$ cat src/rtl/ped_display_pkg.sv
// Shared glyphs, bitmaps and helpers for the pedestrian display driver.
package ped_display_pkg;

    // Seven-segment glyphs, bit order {g,f,e,d,c,b,a}, active-high.
    localparam logic [6:0] SEG_0     = 7'b0111111;
    localparam logic [6:0] SEG_1     = 7'b0000110;
    localparam logic [6:0] SEG_2     = 7'b1011011;
    localparam logic [6:0] SEG_3     = 7'b1001111;
    localparam logic [6:0] SEG_4     = 7'b1100110;
    localparam logic [6:0] SEG_5     = 7'b1101101;
    localparam logic [6:0] SEG_6     = 7'b1111101;
    localparam logic [6:0] SEG_7     = 7'b0000111;
    localparam logic [6:0] SEG_8     = 7'b1111111;
    localparam logic [6:0] SEG_9     = 7'b1101111;
    localparam logic [6:0] SEG_DASH  = 7'b1000000;
    localparam logic [6:0] SEG_BLANK = 7'b0000000;

    // 8x8 bitmaps, element [n] is matrix row n (row 7 listed first).
    localparam logic [7:0][7:0] STAND = {8'h24, 8'h24, 8'h24, 8'h18,
                                         8'h5A, 8'h3C, 8'h18, 8'h18};
    localparam logic [7:0][7:0] WALK0 = {8'h81, 8'h42, 8'h24, 8'h18,
                                         8'h5A, 8'h3C, 8'h18, 8'h18};
    localparam logic [7:0][7:0] WALK1 = {8'h08, 8'h48, 8'h28, 8'h18,
                                         8'h3A, 8'h1C, 8'h18, 8'h18};

    function automatic logic [6:0] seg_decode(input logic [3:0] digit);
        case (digit)
            4'd0:    return SEG_0;
            4'd1:    return SEG_1;
            4'd2:    return SEG_2;
            4'd3:    return SEG_3;
            4'd4:    return SEG_4;
            4'd5:    return SEG_5;
            4'd6:    return SEG_6;
            4'd7:    return SEG_7;
            4'd8:    return SEG_8;
            4'd9:    return SEG_9;
            default: return SEG_DASH;
        endcase
    endfunction

    function automatic logic hurry(input logic [3:0] second);
        return (second >= 4'd1) && (second <= 4'd3);
    endfunction

endpackage

$ cat src/rtl/ped_scan_timer.sv
// Row/digit scan timebase: divides clk by SCAN_DIV and steps row_idx 0..7,
// strobing frame_wrap_o on the cycle row_idx wraps 7->0.
module ped_scan_timer #(
    parameter int SCAN_DIV = 500
) (
    input  logic       clk,
    input  logic       rst_n,
    output logic [2:0] row_idx_o,
    output logic       frame_wrap_o
);
    localparam int SCAN_W = (SCAN_DIV > 2) ? $clog2(SCAN_DIV) : 1;

    logic [SCAN_W-1:0] scan_cnt_q;
    logic [2:0]        row_idx_q;
    logic              scan_wrap;

    assign scan_wrap    = (scan_cnt_q == SCAN_W'(SCAN_DIV - 1));
    assign frame_wrap_o = scan_wrap && (row_idx_q == 3'd7);
    assign row_idx_o    = row_idx_q;

    // NOTE: sequential state uses non-blocking assignments so every register
    // samples pre-edge values, independent of statement order.
    always_ff @(posedge clk) begin
        if (!rst_n) begin
            scan_cnt_q <= '0;
            row_idx_q  <= '0;
        end else if (scan_wrap) begin
            scan_cnt_q <= '0;
            row_idx_q  <= row_idx_q + 3'd1;
        end else begin
            scan_cnt_q <= scan_cnt_q + SCAN_W'(1);
        end
    end

endmodule

$ cat src/rtl/ped_display_driver.sv
// Pedestrian display driver: scanned 8x8 bicolour matrix plus 2-digit countdown.
// Optional macro PED_DISPLAY_BLINK_EN blinks the digits in hurry mode.
module ped_display_driver #(
    parameter int SCAN_DIV  = 500,
    parameter int FRAME_DIV = 250000
) (
    input  logic       clk,
    input  logic       rst_n,
    input  logic [3:0] second,
    input  logic       pattern,
    input  logic       pause,
    output logic [7:0] row,
    output logic [7:0] col_r,
    output logic [7:0] col_g,
    output logic [6:0] seg,
    output logic [1:0] dig_sel
);
    import ped_display_pkg::*;

    localparam int FRM_W = $clog2(FRAME_DIV);
    localparam logic [FRM_W-1:0] LAST_NORMAL = FRM_W'(FRAME_DIV - 1);
    localparam logic [FRM_W-1:0] LAST_HURRY  = FRM_W'(FRAME_DIV / 2 - 1);

    logic [2:0]       row_idx;
    logic             frame_wrap;

    logic [3:0]       second_q, second_d;
    logic             pattern_q, pattern_d;
    logic [FRM_W-1:0] frm_cnt_q, frm_cnt_d;
    logic             frame_q, frame_d;
    logic [FRM_W-1:0] frm_last;
    logic             tens_slot;

    logic [7:0]       row_q, row_d;
    logic [7:0]       col_r_q, col_r_d;
    logic [7:0]       col_g_q, col_g_d;
    logic [6:0]       seg_q, seg_d;
    logic [1:0]       dig_sel_q, dig_sel_d;

    ped_scan_timer #(.SCAN_DIV(SCAN_DIV)) u_scan (
        .clk         (clk),
        .rst_n       (rst_n),
        .row_idx_o   (row_idx),
        .frame_wrap_o(frame_wrap)
    );

    assign tens_slot = row_idx[0];
    assign frm_last  = hurry(second_q) ? LAST_HURRY : LAST_NORMAL;

    // NOTE: every signal driven here gets a default first, so no path can
    // leave it unassigned and infer a latch.
    always_comb begin
        second_d  = second_q;
        pattern_d = pattern_q;
        frm_cnt_d = frm_cnt_q;
        frame_d   = frame_q;
        if (frame_wrap) begin
            second_d  = second;
            pattern_d = pattern;
        end

        // '>=' lets a count left above the shorter hurry period wrap at once.
        if (!pattern_q) begin
            frm_cnt_d = '0;
            frame_d   = 1'b0;
        end else if (!pause) begin
            if (frm_cnt_q >= frm_last) begin
                frm_cnt_d = '0;
                frame_d   = ~frame_q;
            end else begin
                frm_cnt_d = frm_cnt_q + FRM_W'(1);
            end
        end

        row_d   = 8'd1 << row_idx;
        col_r_d = pattern_q ? 8'h00 : STAND[row_idx];
        col_g_d = !pattern_q ? 8'h00 : (frame_q ? WALK1[row_idx] : WALK0[row_idx]);

        dig_sel_d = tens_slot ? 2'b10 : 2'b01;
        if (second_q == 4'd0) begin
            seg_d = SEG_BLANK;
        end else if (second_q > 4'd10) begin
            seg_d = SEG_DASH;
        end else if (tens_slot) begin
            seg_d = (second_q == 4'd10) ? SEG_1 : SEG_BLANK;
        end else begin
            seg_d = (second_q == 4'd10) ? SEG_0 : seg_decode(second_q);
        end
`ifdef PED_DISPLAY_BLINK_EN
        if (pattern_q && hurry(second_q) && frame_q) begin
            seg_d = SEG_BLANK;
        end
`endif
    end

    always_ff @(posedge clk) begin
        if (!rst_n) begin
            second_q  <= '0;
            pattern_q <= 1'b0;
            frm_cnt_q <= '0;
            frame_q   <= 1'b0;
            row_q     <= '0;
            col_r_q   <= '0;
            col_g_q   <= '0;
            seg_q     <= '0;
            dig_sel_q <= '0;
        end else begin
            second_q  <= second_d;
            pattern_q <= pattern_d;
            frm_cnt_q <= frm_cnt_d;
            frame_q   <= frame_d;
            row_q     <= row_d;
            col_r_q   <= col_r_d;
            col_g_q   <= col_g_d;
            seg_q     <= seg_d;
            dig_sel_q <= dig_sel_d;
        end
    end

    assign row     = row_q;
    assign col_r   = col_r_q;
    assign col_g   = col_g_q;
    assign seg     = seg_q;
    assign dig_sel = dig_sel_q;

endmodule

$ cat config.mk
export PLATFORM = sky130hd
export DESIGN_NAME = ped_display_driver
export DESIGN_NICKNAME = d
export VERILOG_FILES = /design/src/rtl/ped_display_pkg.sv /design/src/rtl/ped_scan_timer.sv /design/src/rtl/ped_display_driver.sv
export SDC_FILE = /design/constraint.sdc
export NUM_CORES = 1
export LEC_CHECK = 0
export BUFFER_PORTS_ARGS = -buffer_cell sky130_fd_sc_hd__buf_4
export CORE_MARGIN = 1.5
export CORE_UTILIZATION = 55
export CTS_CLUSTER_SIZE = 20
export DETAILED_ROUTE_END_ITERATION = 10
export PLACE_DENSITY = 0.83
export SLEW_MARGIN = 20
export SYNTH_ARGS = -nofsm -noshare
export SYNTH_HDL_FRONTEND = slang
export SYNTH_HIERARCHICAL = 1
export SYNTH_SLANG_ARGS = --single-unit
$ cat constraint.sdc
create_clock -name clk -period 4.56 [get_ports clk]
set_clock_uncertainty 0.1 [all_clocks]
set_input_delay 0.228 -clock clk [delete_from_list [all_inputs] [get_ports clk]]
set_output_delay 0.228 -clock clk [all_outputs]
set_load 0.01 [all_outputs]
== Yosys cells after proc, flatten, opt, wreduce, memory -nomap -nowiden ==
Memory sizes are Yosys's and may differ from the RTL's. A register that Yosys moved wholly into a read port is not among the register bits.
Index checks and enable logic that the tools add are counted.
Cells by class
  $lt $le $gt $ge: 5
  shifts and indexed selects: 1
  equality and inequality tests: 3
  reduce and logical (&&, ||, !) cells: 9
  multiplexer cells: 16
  bitwise operators: 3
  add/sub/neg operators: 3
Operator list (number)
  $mux 18: 2
  $mux 8: 3
  $mux 7: 3
  $add 18x1->18 const B: 1
  $ge 18x18->1: 1
  $mux 3: 5
  $add 9x1->9 const B: 1
  $eq 9x9->1 const B: 1
  $mux 4: 2
  $shl 1x3->8 const A: 1
  $reduce_or 2->1: 3
  $eq 4x4->1 const B: 1
  $ge 4x1->1 const B: 1
  $gt 4x4->1 const B: 1
  $le 4x2->1 const B: 1
  $logic_not 4->1: 1
  $lt 3x4->1 const B: 1
  $reduce_and 2->1: 2
  $add 3x1->3 const B: 1
  $eq 3x3->1 const B: 1
  $not 1->1: 3
  $reduce_or 3->1: 1
  $logic_and 1x1->1: 2
  $mux 2: 1
Storage, ports and cells
  logic and storage cells: 55
  memory bits (read-only): 304
  memories: 4
  output and inout port bits: 33
  bits in registers: 61
Memories
  (name not given): depth 16, width 7, read ports 1, clocked after memory_dff 1, write ports 0, RTL line ped_display_pkg.sv:27  | case (digit)
  (name not given): depth 8, width 8, read ports 1, clocked after memory_dff 1, write ports 0, RTL line ped_display_driver.sv:77  | col_g_d = !pattern_q ? 8'h00 : (frame_q ? WALK1[row_idx] : WALK0[row_idx]);
  (name not given): depth 8, width 8, read ports 1, clocked after memory_dff 1, write ports 0, RTL line ped_display_driver.sv:77
  (name not given): depth 8, width 8, read ports 1, clocked after memory_dff 1, write ports 0, RTL line ped_display_driver.sv:76  | col_r_d = pattern_q ? 8'h00 : STAND[row_idx];

== Longest topological paths before layout ==
Gate-level depths: netlist of the first run.
  word-level depth: 5
  mapped depth: 11

== Hierarchy ==
The synthesis of the first run kept the hierarchy.
By module, submodules not included
  ped_display_driver: cells an instance 268, sequential area each 1161.1 um2, area an instance 2466.1 um2, instances 1
  ped_scan_timer: cells an instance 59, sequential area each 240.2 um2, area an instance 561.8 um2, instances 1

== Worst setup path before layout of the first run ==
Ideal clock, no wire load.
  path type: reg2reg
  start: reg u_scan.scan_cnt_q[0]
  end: reg with a tool-made name
  path buffers: 1
  arrival: 2177 ps
  setup time: 136 ps
  setup slack: 2147 ps
  required time: 4324 ps
  stages on the path, launching flop included: 11
  period minus slack after synthesis: 2413 ps
  path through: dfxtp_1 ha_1 and4bb_2 and3_1 buf_2 mux2i_1 nor2b_1 inv_1 ha_1 a21oi_1 a21oi_1
RTL lines
  from (decl): RTL line ped_scan_timer.sv:13  | logic [SCAN_W-1:0] scan_cnt_q;
  from (signal assigned): RTL line ped_scan_timer.sv:31  | scan_cnt_q <= scan_cnt_q + SCAN_W'(1);

==> results.md, run 1 <==
- The startpoint type of the worst setup path is a register.
- Of the cells placed in the final design, the portion with a size suffix greater than 1 is between 10% and 20%.
- The worst hold path was traced through 3 stages.
- The antenna violation net count after detailed routing is 0.
- The full die area is 0.00596 sq mm.
- The number of sinks on the clock net is 70.
- The initial DRC count is 94.
- Clock tree synthesis inserted a total of 9 buffers.
- The number of register bits inferred by synthesis is 70.
- The buffer type at the clock tree root is clkbuf_8.
- The number of endpoints with negative hold slack in the final report was 0.
- Global routing finished with a remaining overflow of 0.
- Across all register-to-register paths, the minimum setup slack is between 1500 and 2000 ps.
- The number of global-route vias before repair was roughly 2200.
- The post-CTS setup-driven buffer insertion count is 0.
- The category of the worst setup path capture point is a register.
- The setup violation total in the final timing report is 0.
- For this run, the total global-route usage over all layers was measured as around a fifth.
- The area share of the largest cell type after synthesis is between 40% and 50%.
- Max-cap violations in this run came to 0.
- The cell taking the most area after synthesis is dfxtp_1.
- The floorplan step defined a core boundary enclosing about 0.0052 sq mm.
- The number of port buffers is 38.
- The congestion estimate from routability-driven global placement came to roughly 0.85.
- For this design the top-level I/O count stands at approximately 40.
- In the routed design, unresolved DRC markers number 0.
- Setup repair after global routing left no endpoint under its margin.
- Once the floorplan was initialized, standard cells occupied around three fifths of the core.
- Entering global routing, the biggest net connects 22 pins.
- In the final design database the tool counted just under 400 nets.
- Across the VDD grid, the largest voltage drop is 0.179 mV.
- Among all cell types in the netlist, the one instantiated most often is dfxtp_1.
- After clock tree synthesis, the flow added hold-fix buffers numbering 0.
- Of the synthesized area, sequential elements account for ~46%.
- The half-perimeter wire length of the detailed placement result is 3.99 mm.
- The summed negative setup slack over all endpoints is 0 ps.
- The via density per instance is 5.32.
- The critical path launch point is u_scan/scan_cnt_q[0].
- In this run the cell area measured after placement is approximately 0.0033 sq mm.
- The Yosys step of the flow raised 6 warnings.
- The detailed-route wire length per cell is approximately 13 um.
- The first detailed-routing pass took 4 iterations.
- The clock network accounts for between 30% and 40% of the total power.
- In this run, synthesis inferred 0 flip-flops with an integrated enable.
- The clock edge transition at the registers on the reported setup and hold paths is 70 ps.
- In this run the power density over the cells is around 300 mW/mm^2.
- The achievable clock frequency is 355 MHz.
- The final layout contains routed wiring with a total length of between 5 and 6 mm.
- The initial antenna violation count is 0.
- The worst setup path is of the register to register kind.
- The clock network latency to the later pin of the worst-skew pair is approximately 340 ps.
- In the post-synthesis netlist, the biggest area contributors are dfxtp_1, ha_1, nor2_1.
- The switching power total is approximately 230 uW.
- Fill cells in the final layout number ~420.
- The die is 77.2 um wide.
- The run finished with clean final reports.
- The maximum level of the CTS H-tree is 3.
- The data arrival time of the critical path is 2910 ps.
- The required arrival time at the worst endpoint is 4650 ps.
- The number of library cell types mapped by synthesis is slightly below 50.
- The sequential power share is 58.5%.
- The logic gate share of total power is around 2.2%.
- In this run the mean area of a mapped cell was 9.26 sq um.
- After routing the design area is approximately 0.0035 sq mm.
- The cell row count is 26.
- The TritonCTS clock tree is yes.
- 0 antenna diodes ended up in the layout.
- The number of buffers on the longest clock path is 2.
- The commonest cells after synthesis are dfxtp_1, nor2_1, nand2_1.
- Cell internal power was estimated by the tool at ~830 uW.
- The mapped netlist covers about 0.0030 sq mm.
- The fraction of power spent switching nets is between 20% and 30%.
- The first global-routing pass estimated between 9 and 10 mm of wire.
- The detailed-route via count is approximately 2300.
- The vertical die dimension is a little under 80 um.
- The total count of max-transition violations in the final report came to 0.
- The depth of the most critical reg-to-reg path is 9.
- The number of gates resized after CTS was 0.
- The tightest min-delay check is of the input pin to register type.
- Headroom to the max-slew limit came out at about 45%.
- The launch point of the worst reg-to-reg path is u_scan/scan_cnt_q[0].
- After technology mapping, the gate count stands at 327.
- The most used flip-flop cell after synthesis is dfxtp_1.
- The share of the clock period used by the worst path is 61.8%.
- The clock period minus final worst setup slack is around 2800 ps.
- The area growth from synthesis to layout is 15.0%.
- The largest fanout on the critical path is 7.
- At the pin with the least slew margin, the transition time is around 830 ps.
- In this run the static leakage power is ~1.4 nW.
- The post-synthesis async set-or-reset flop share is 0%.
==> cells in the final DEF (no fill, tap or decap), drive strengths merged, types with 2 or more instances in the layout <==
cell	netlist	final
a21oi	21	21
a22o	2	2
and3	6	6
nor3b	3	3
mux2	3	3
and4	2	2
nor3	12	12
nor2	46	46
xor2	8	8
nand2b	3	3
nand2	22	22
or3	4	4
dfxtp	70	70
nand4	5	5
inv	14	14
clkbuf	4	10
ha	17	17
and2	3	3
mux2i	3	3
conb	1	2
nor2b	6	6
o21ai	12	12
clkinvlp	0	2
clkinv	0	2
nand3	14	14
o21a	5	5
buf	10	38
xnor2	13	13
a21o	2	2
o211ai	2	2
==> cells by family after synthesis <==
| group | after synthesis | share of synthesized area, % |
|---|---|---|
| and+or+nand+nor | 131 | 22.7 |
| DFF | 70 | 46.3 |
| AOI/OAI and AO/OA | 53 | 11.1 |
| buffers and inverters | 28 | 4.59 |
| xor gates and xnor gates | 21 | 6.07 |
| adders and majority gates | 17 | 7.02 |
| muxes | 6 | 2.11 |
| other | 1 | 0.124 |
==> sequential cells by signal (all words and copies together) (netlist names), named ones only <==
register,flops
frame_q,1
col_r,3
pattern_q,1
seg,7
u_scan/scan_cnt_q,9
frm_cnt_q,18
row,8
second_q,4
u_scan/row_idx_o,3
col_g,7
dig_sel,2
==> how the worst min path moves through the flow <==
stage / start / endpoint
2_1_floorplan: pause / frm_cnt_q[0]
3_3_place_gp: register / seg[5]
3_5_place_dp: register / seg[5]
4_1_cts: pattern / pattern_q
5_1_grt: pattern / pattern_q
6_report: pattern / pattern_q
==> layout make-up <==
type	count	area, sq um	area share, %
well taps	70	87.6	2.52
clock buffers	10	138	3.95
clock inverters	4	25.0	0.719
multi-input cells	230	1490	42.8
inverters	14	52.6	1.51
repair buffers	38	285	8.20
flip-flops and latches	70	1400	40.3
==> critical path, cell delays in order (launching register included) <==
cell and delay (ps):
dfxtp_1 380, ha_1 290, and4bb_2 320, and3_1 330, mux2i_1 140, nor2b_1 430, inv_1 160, ha_1 340
a21oi_1 130, a21oi_1 60
==> power by group through the flow <==
stage / Sequential, mW / Clock (mW) / Combinational [mW]
after global placement: 0.633 / 0 / 0.0233
final: 0.620 / 0.416 / 0.0235
after detailed placement: 0.634 / 0 / 0.0236
after global routing: 0.620 / 0.452 / 0.0259
after CTS: 0.620 / 0.420 / 0.0237
after floorplan: 0.634 / 0 / 0.0144
==> per-layer routing <==
layer	share of wire (%)	track usage, %	vias up
li1	-	-	1187
met1	47	24.0	1062
met2	47	32.8	55
met3	4.1	4.29	14
met4	2.4	10.5	0
met5	0	0	-
==> through the flow <==
step / power (mW) / setup slack [ps] / cells / util [%] / hold slack, ps
6_report: 1.06 / 1740 / 436 / 66.9 / 57.6
5_1_grt: 1.10 / 1460 / 436 / 66.9 / 75.9
4_1_cts: 1.06 / 1740 / 436 / 66.9 / 53.6
3_5_place_dp: 0.657 / 1760 / 422 / 63.7 / 333
3_3_place_gp: 0.657 / 1850 / 422 / 63.7 / 324
2_1_floorplan: 0.648 / 2150 / 328 / - / 273
No activity file was read; power rests on OpenSTA's default activity.
==> run 2: changes to the inputs <==
Clock period 4.56 ns to 2.8 ns, I/O delays scaled along.
==> results.md, run 2 (synthesized netlist as in run 1, its figures left out) <==
- The area of the placeable core is 0.00520 sq mm (unchanged).
- The classification of the worst-slack hold path is input pin to register.
- The largest fanout on the critical path is 7 (unchanged).
- The internal power contribution came to 1.43 mW (+72%).
- TritonCTS built the clock tree.
- Ranked by flip-flop count, first place goes to frm_cnt_q.
- The detailed-route via count is 2303 (-0.65%).
- The antenna violation net count after detailed routing was 0 (unchanged).
- The peak supply drop is 0.340 mV (+90%).
- The starting utilization of the core area is 58.2% (unchanged).
- The initial antenna violation count is 0 (unchanged).
- The power consumption is 1.82 mW (+72%).
- The critical path class is register to register.
- The data arrival time of the critical path was 2630 ps (-280 ps).
- Setup repair after global routing left no endpoint under its margin.
- The fraction of power spent switching nets is 21.8% (+0.19 points).
- The power density normalized to cell area is 512 mW/mm^2 (+68%).
- The placer's final routability congestion estimate is 0.831 (-2.5%).
- The total count of max-transition violations in the final report came to 0 (unchanged).
- The number of global-route vias before repair came to 2178 (+0.28%).
- The leakage component of the power came to 1.44 nW (+2.9%).
- The number of buffers on the longest clock path is 2 (unchanged).
- The layout overhead on the synthesized area is 17.5%.
- Leaving out fill and tap cells, the most frequent cells in the layout are dfxtp_1, nor2_1, buf_4, nand2_1, a21oi_1.
- The number of sinks on the clock net came to 70 (unchanged).
- The footprint of the flip-flops and latches is 0.00140 sq mm (unchanged).
- The flow ran to the end, and the final reports show no timing, DRC or antenna violations.
- The required arrival time at the worst endpoint is 2920 ps (-1730 ps).
- The switching power total was 397 uW (+74%).
- The filler cell count is 415 (-1.9%).
- The via density per instance is 5.20 (-2.2%).
- The post-CTS setup-driven buffer insertion count was 0 (unchanged).
- The number of endpoints with negative hold slack in the final report came to 0 (unchanged).
- The sequential power share was 55.3% (-3.2 points).
- The share of the clock period used by the worst path came to 89.9% (+28 points).
- The post-route worst setup slack came to 283 ps (-1460 ps).
- The logic gate share of total power is 2.3% (about the same).
- The tree is rooted in a clkbuf_8.
- The overall fraction of global-route tracks in use is 20.5% (+0.62 points).
- The area of the multi-input gates is 0.00150 sq mm (+0.34%).
- The wire length of the first global-routing pass is 9.67 mm (+2.9%).
- The detailed-route wire length per cell is 12.6 um (-0.74%).
- The share of cells above drive strength 1 is 19.3% (+1.8 points).
- The number of diodes is 0 (unchanged).
- The setup violation total in the final timing report is 0 (unchanged).
- The total congestion overflow is 0 (unchanged).
- The aggregate routed wire length is 5.58 mm (+0.85%).
- The category of the worst setup path capture point is a register.
- The half-perimeter wire length of the detailed placement result is 3.99 mm (-0.13%).
- The slew of the pin with the lowest slew margin was 836 ps (+6.70 ps).
- The full die area is 0.00596 sq mm (unchanged).
- The worst slack at placement is 230 ps (-1530 ps).
- The clock network fraction of total power is 42.4% (+3.1 points).
- Leaving out fill and tap cells, the most frequent cell in the layout is dfxtp_1.
- The number of flip-flops in the largest register is 18 (unchanged).
- The clock edge transition at the registers on the reported setup and hold paths is 70 ps (about the same).
- The clock period minus final worst setup slack came to 2520 ps (-300 ps).
- The vertical die dimension is 77.2 um (unchanged).
- The number of detailed-routing iterations run before antenna repair is 4 (unchanged).
- The number of nets in the layout is 394 (+1.5%).
- The number of port buffers came to 38 (unchanged).
- The pin count of the biggest net entering global routing is 22 (unchanged).
- The total of max-cap violations is 0 (unchanged).
- The number of top-level pins is 41 (unchanged).
- The maximum level of the CTS H-tree is 3 (unchanged).
- The width of the die is 77.2 um (unchanged).
- The achievable clock frequency came to 397 MHz (+12%).
- The summed negative setup slack over all endpoints is 0 ps (unchanged).
- The post-detailed-route DRC marker count is 0 (unchanged).
- The worst relative slew slack came to 44.3% (-0.45 points).
- The clock network latency to the later pin of the worst-skew pair is 340 ps (about the same).
- The cell row count is 26 (unchanged).
- The initial DRC count is 145 (+54%).
- The number of clock buffers inserted by TritonCTS is 9 (unchanged).
- The startpoint type of the worst setup path is a register.
## run 2: changes by cell type in the layout (fill, tap and decap cells not counted)
cell	before	now
nor2b_2	0	1
clkinv_4	0	1
bufinv_16	0	1
ha_2	0	1
buf_4	38	43
ha_1	17	16
nor2b_1	6	5
clkbuf_8	10	9
dlygate4sd3_1	0	1
## run 2: worst paths after layout
check                                     startpoint           end  slack [ps]  cells past startpoint
worst min register to register              register        seg[0]         340                      1
worst max register to register  u_scan/scan_cnt_q[0]      register         280                      9
worst min-delay path                           pause  frm_cnt_q[1]           9                      3
worst max-delay path            u_scan/scan_cnt_q[0]      register         280                      9
## run 2: final cells by class
type / instances / area share [%]
flip-flops and latches: 70 / 39.4
repair buffers: 44 / 9.35
inverters: 14 / 1.48
multi-input cells: 230 / 42.1
clock buffers: 9 / 3.48
well taps: 70 / 2.46
clock inverters: 6 / 1.79
## run 2: what timing repair did
action,in CTS,in global routing
gates resized for setup,0,2
hold buffers,1,0
hold endpoints to repair,1,0
setup endpoints to repair,0,4
## run 2: through the flow
| step | hold WS (ps) | instances | instance area, sq um | util [%] |
|---|---|---|---|---|
| floorplan | 185 | 328 | 3030 | - |
| global placement | 329 | 427 | 3360 | 64.5 |
| detailed placement | 333 | 427 | 3360 | 64.5 |
| CTS | 0.699 | 443 | 3550 | 68.3 |
| global route | 40.8 | 443 | 3560 | 68.4 |
| finish | 9.28 | 443 | 3560 | 68.4 |
## run 2: worst max-delay path, cell delays in order (launching register included)
cell and delay, ps:
dfxtp_1 380, ha_2 260, and4bb_2 300, and3_1 270, buf_4 160, mux2_2 330, nand2_1 180, nor2_1 100
o21ai_0 210, o21ai_0 110
## run 2: metal layers
metal / part of all wire (%) / up-vias / global-route usage (%)
li1: - / 1200 / -
met1: 48 / 1052 / 25.8
met2: 47 / 43 / 32.9
met3: 3.3 / 8 / 5.83
met4: 1.6 / 0 / 8.18
met5: 0 / - / 0
## run 2: power by group through the flow
stage / Clock [mW] / Combinational, mW / Sequential (mW)
floorplan: 0 / 0.0235 / 1.03
global placement: 0 / 0.0399 / 1.03
detailed placement: 0 / 0.0407 / 1.03
CTS: 0.785 / 0.0418 / 1.01
global route: 0.838 / 0.0463 / 1.01
finish: 0.772 / 0.0418 / 1.01
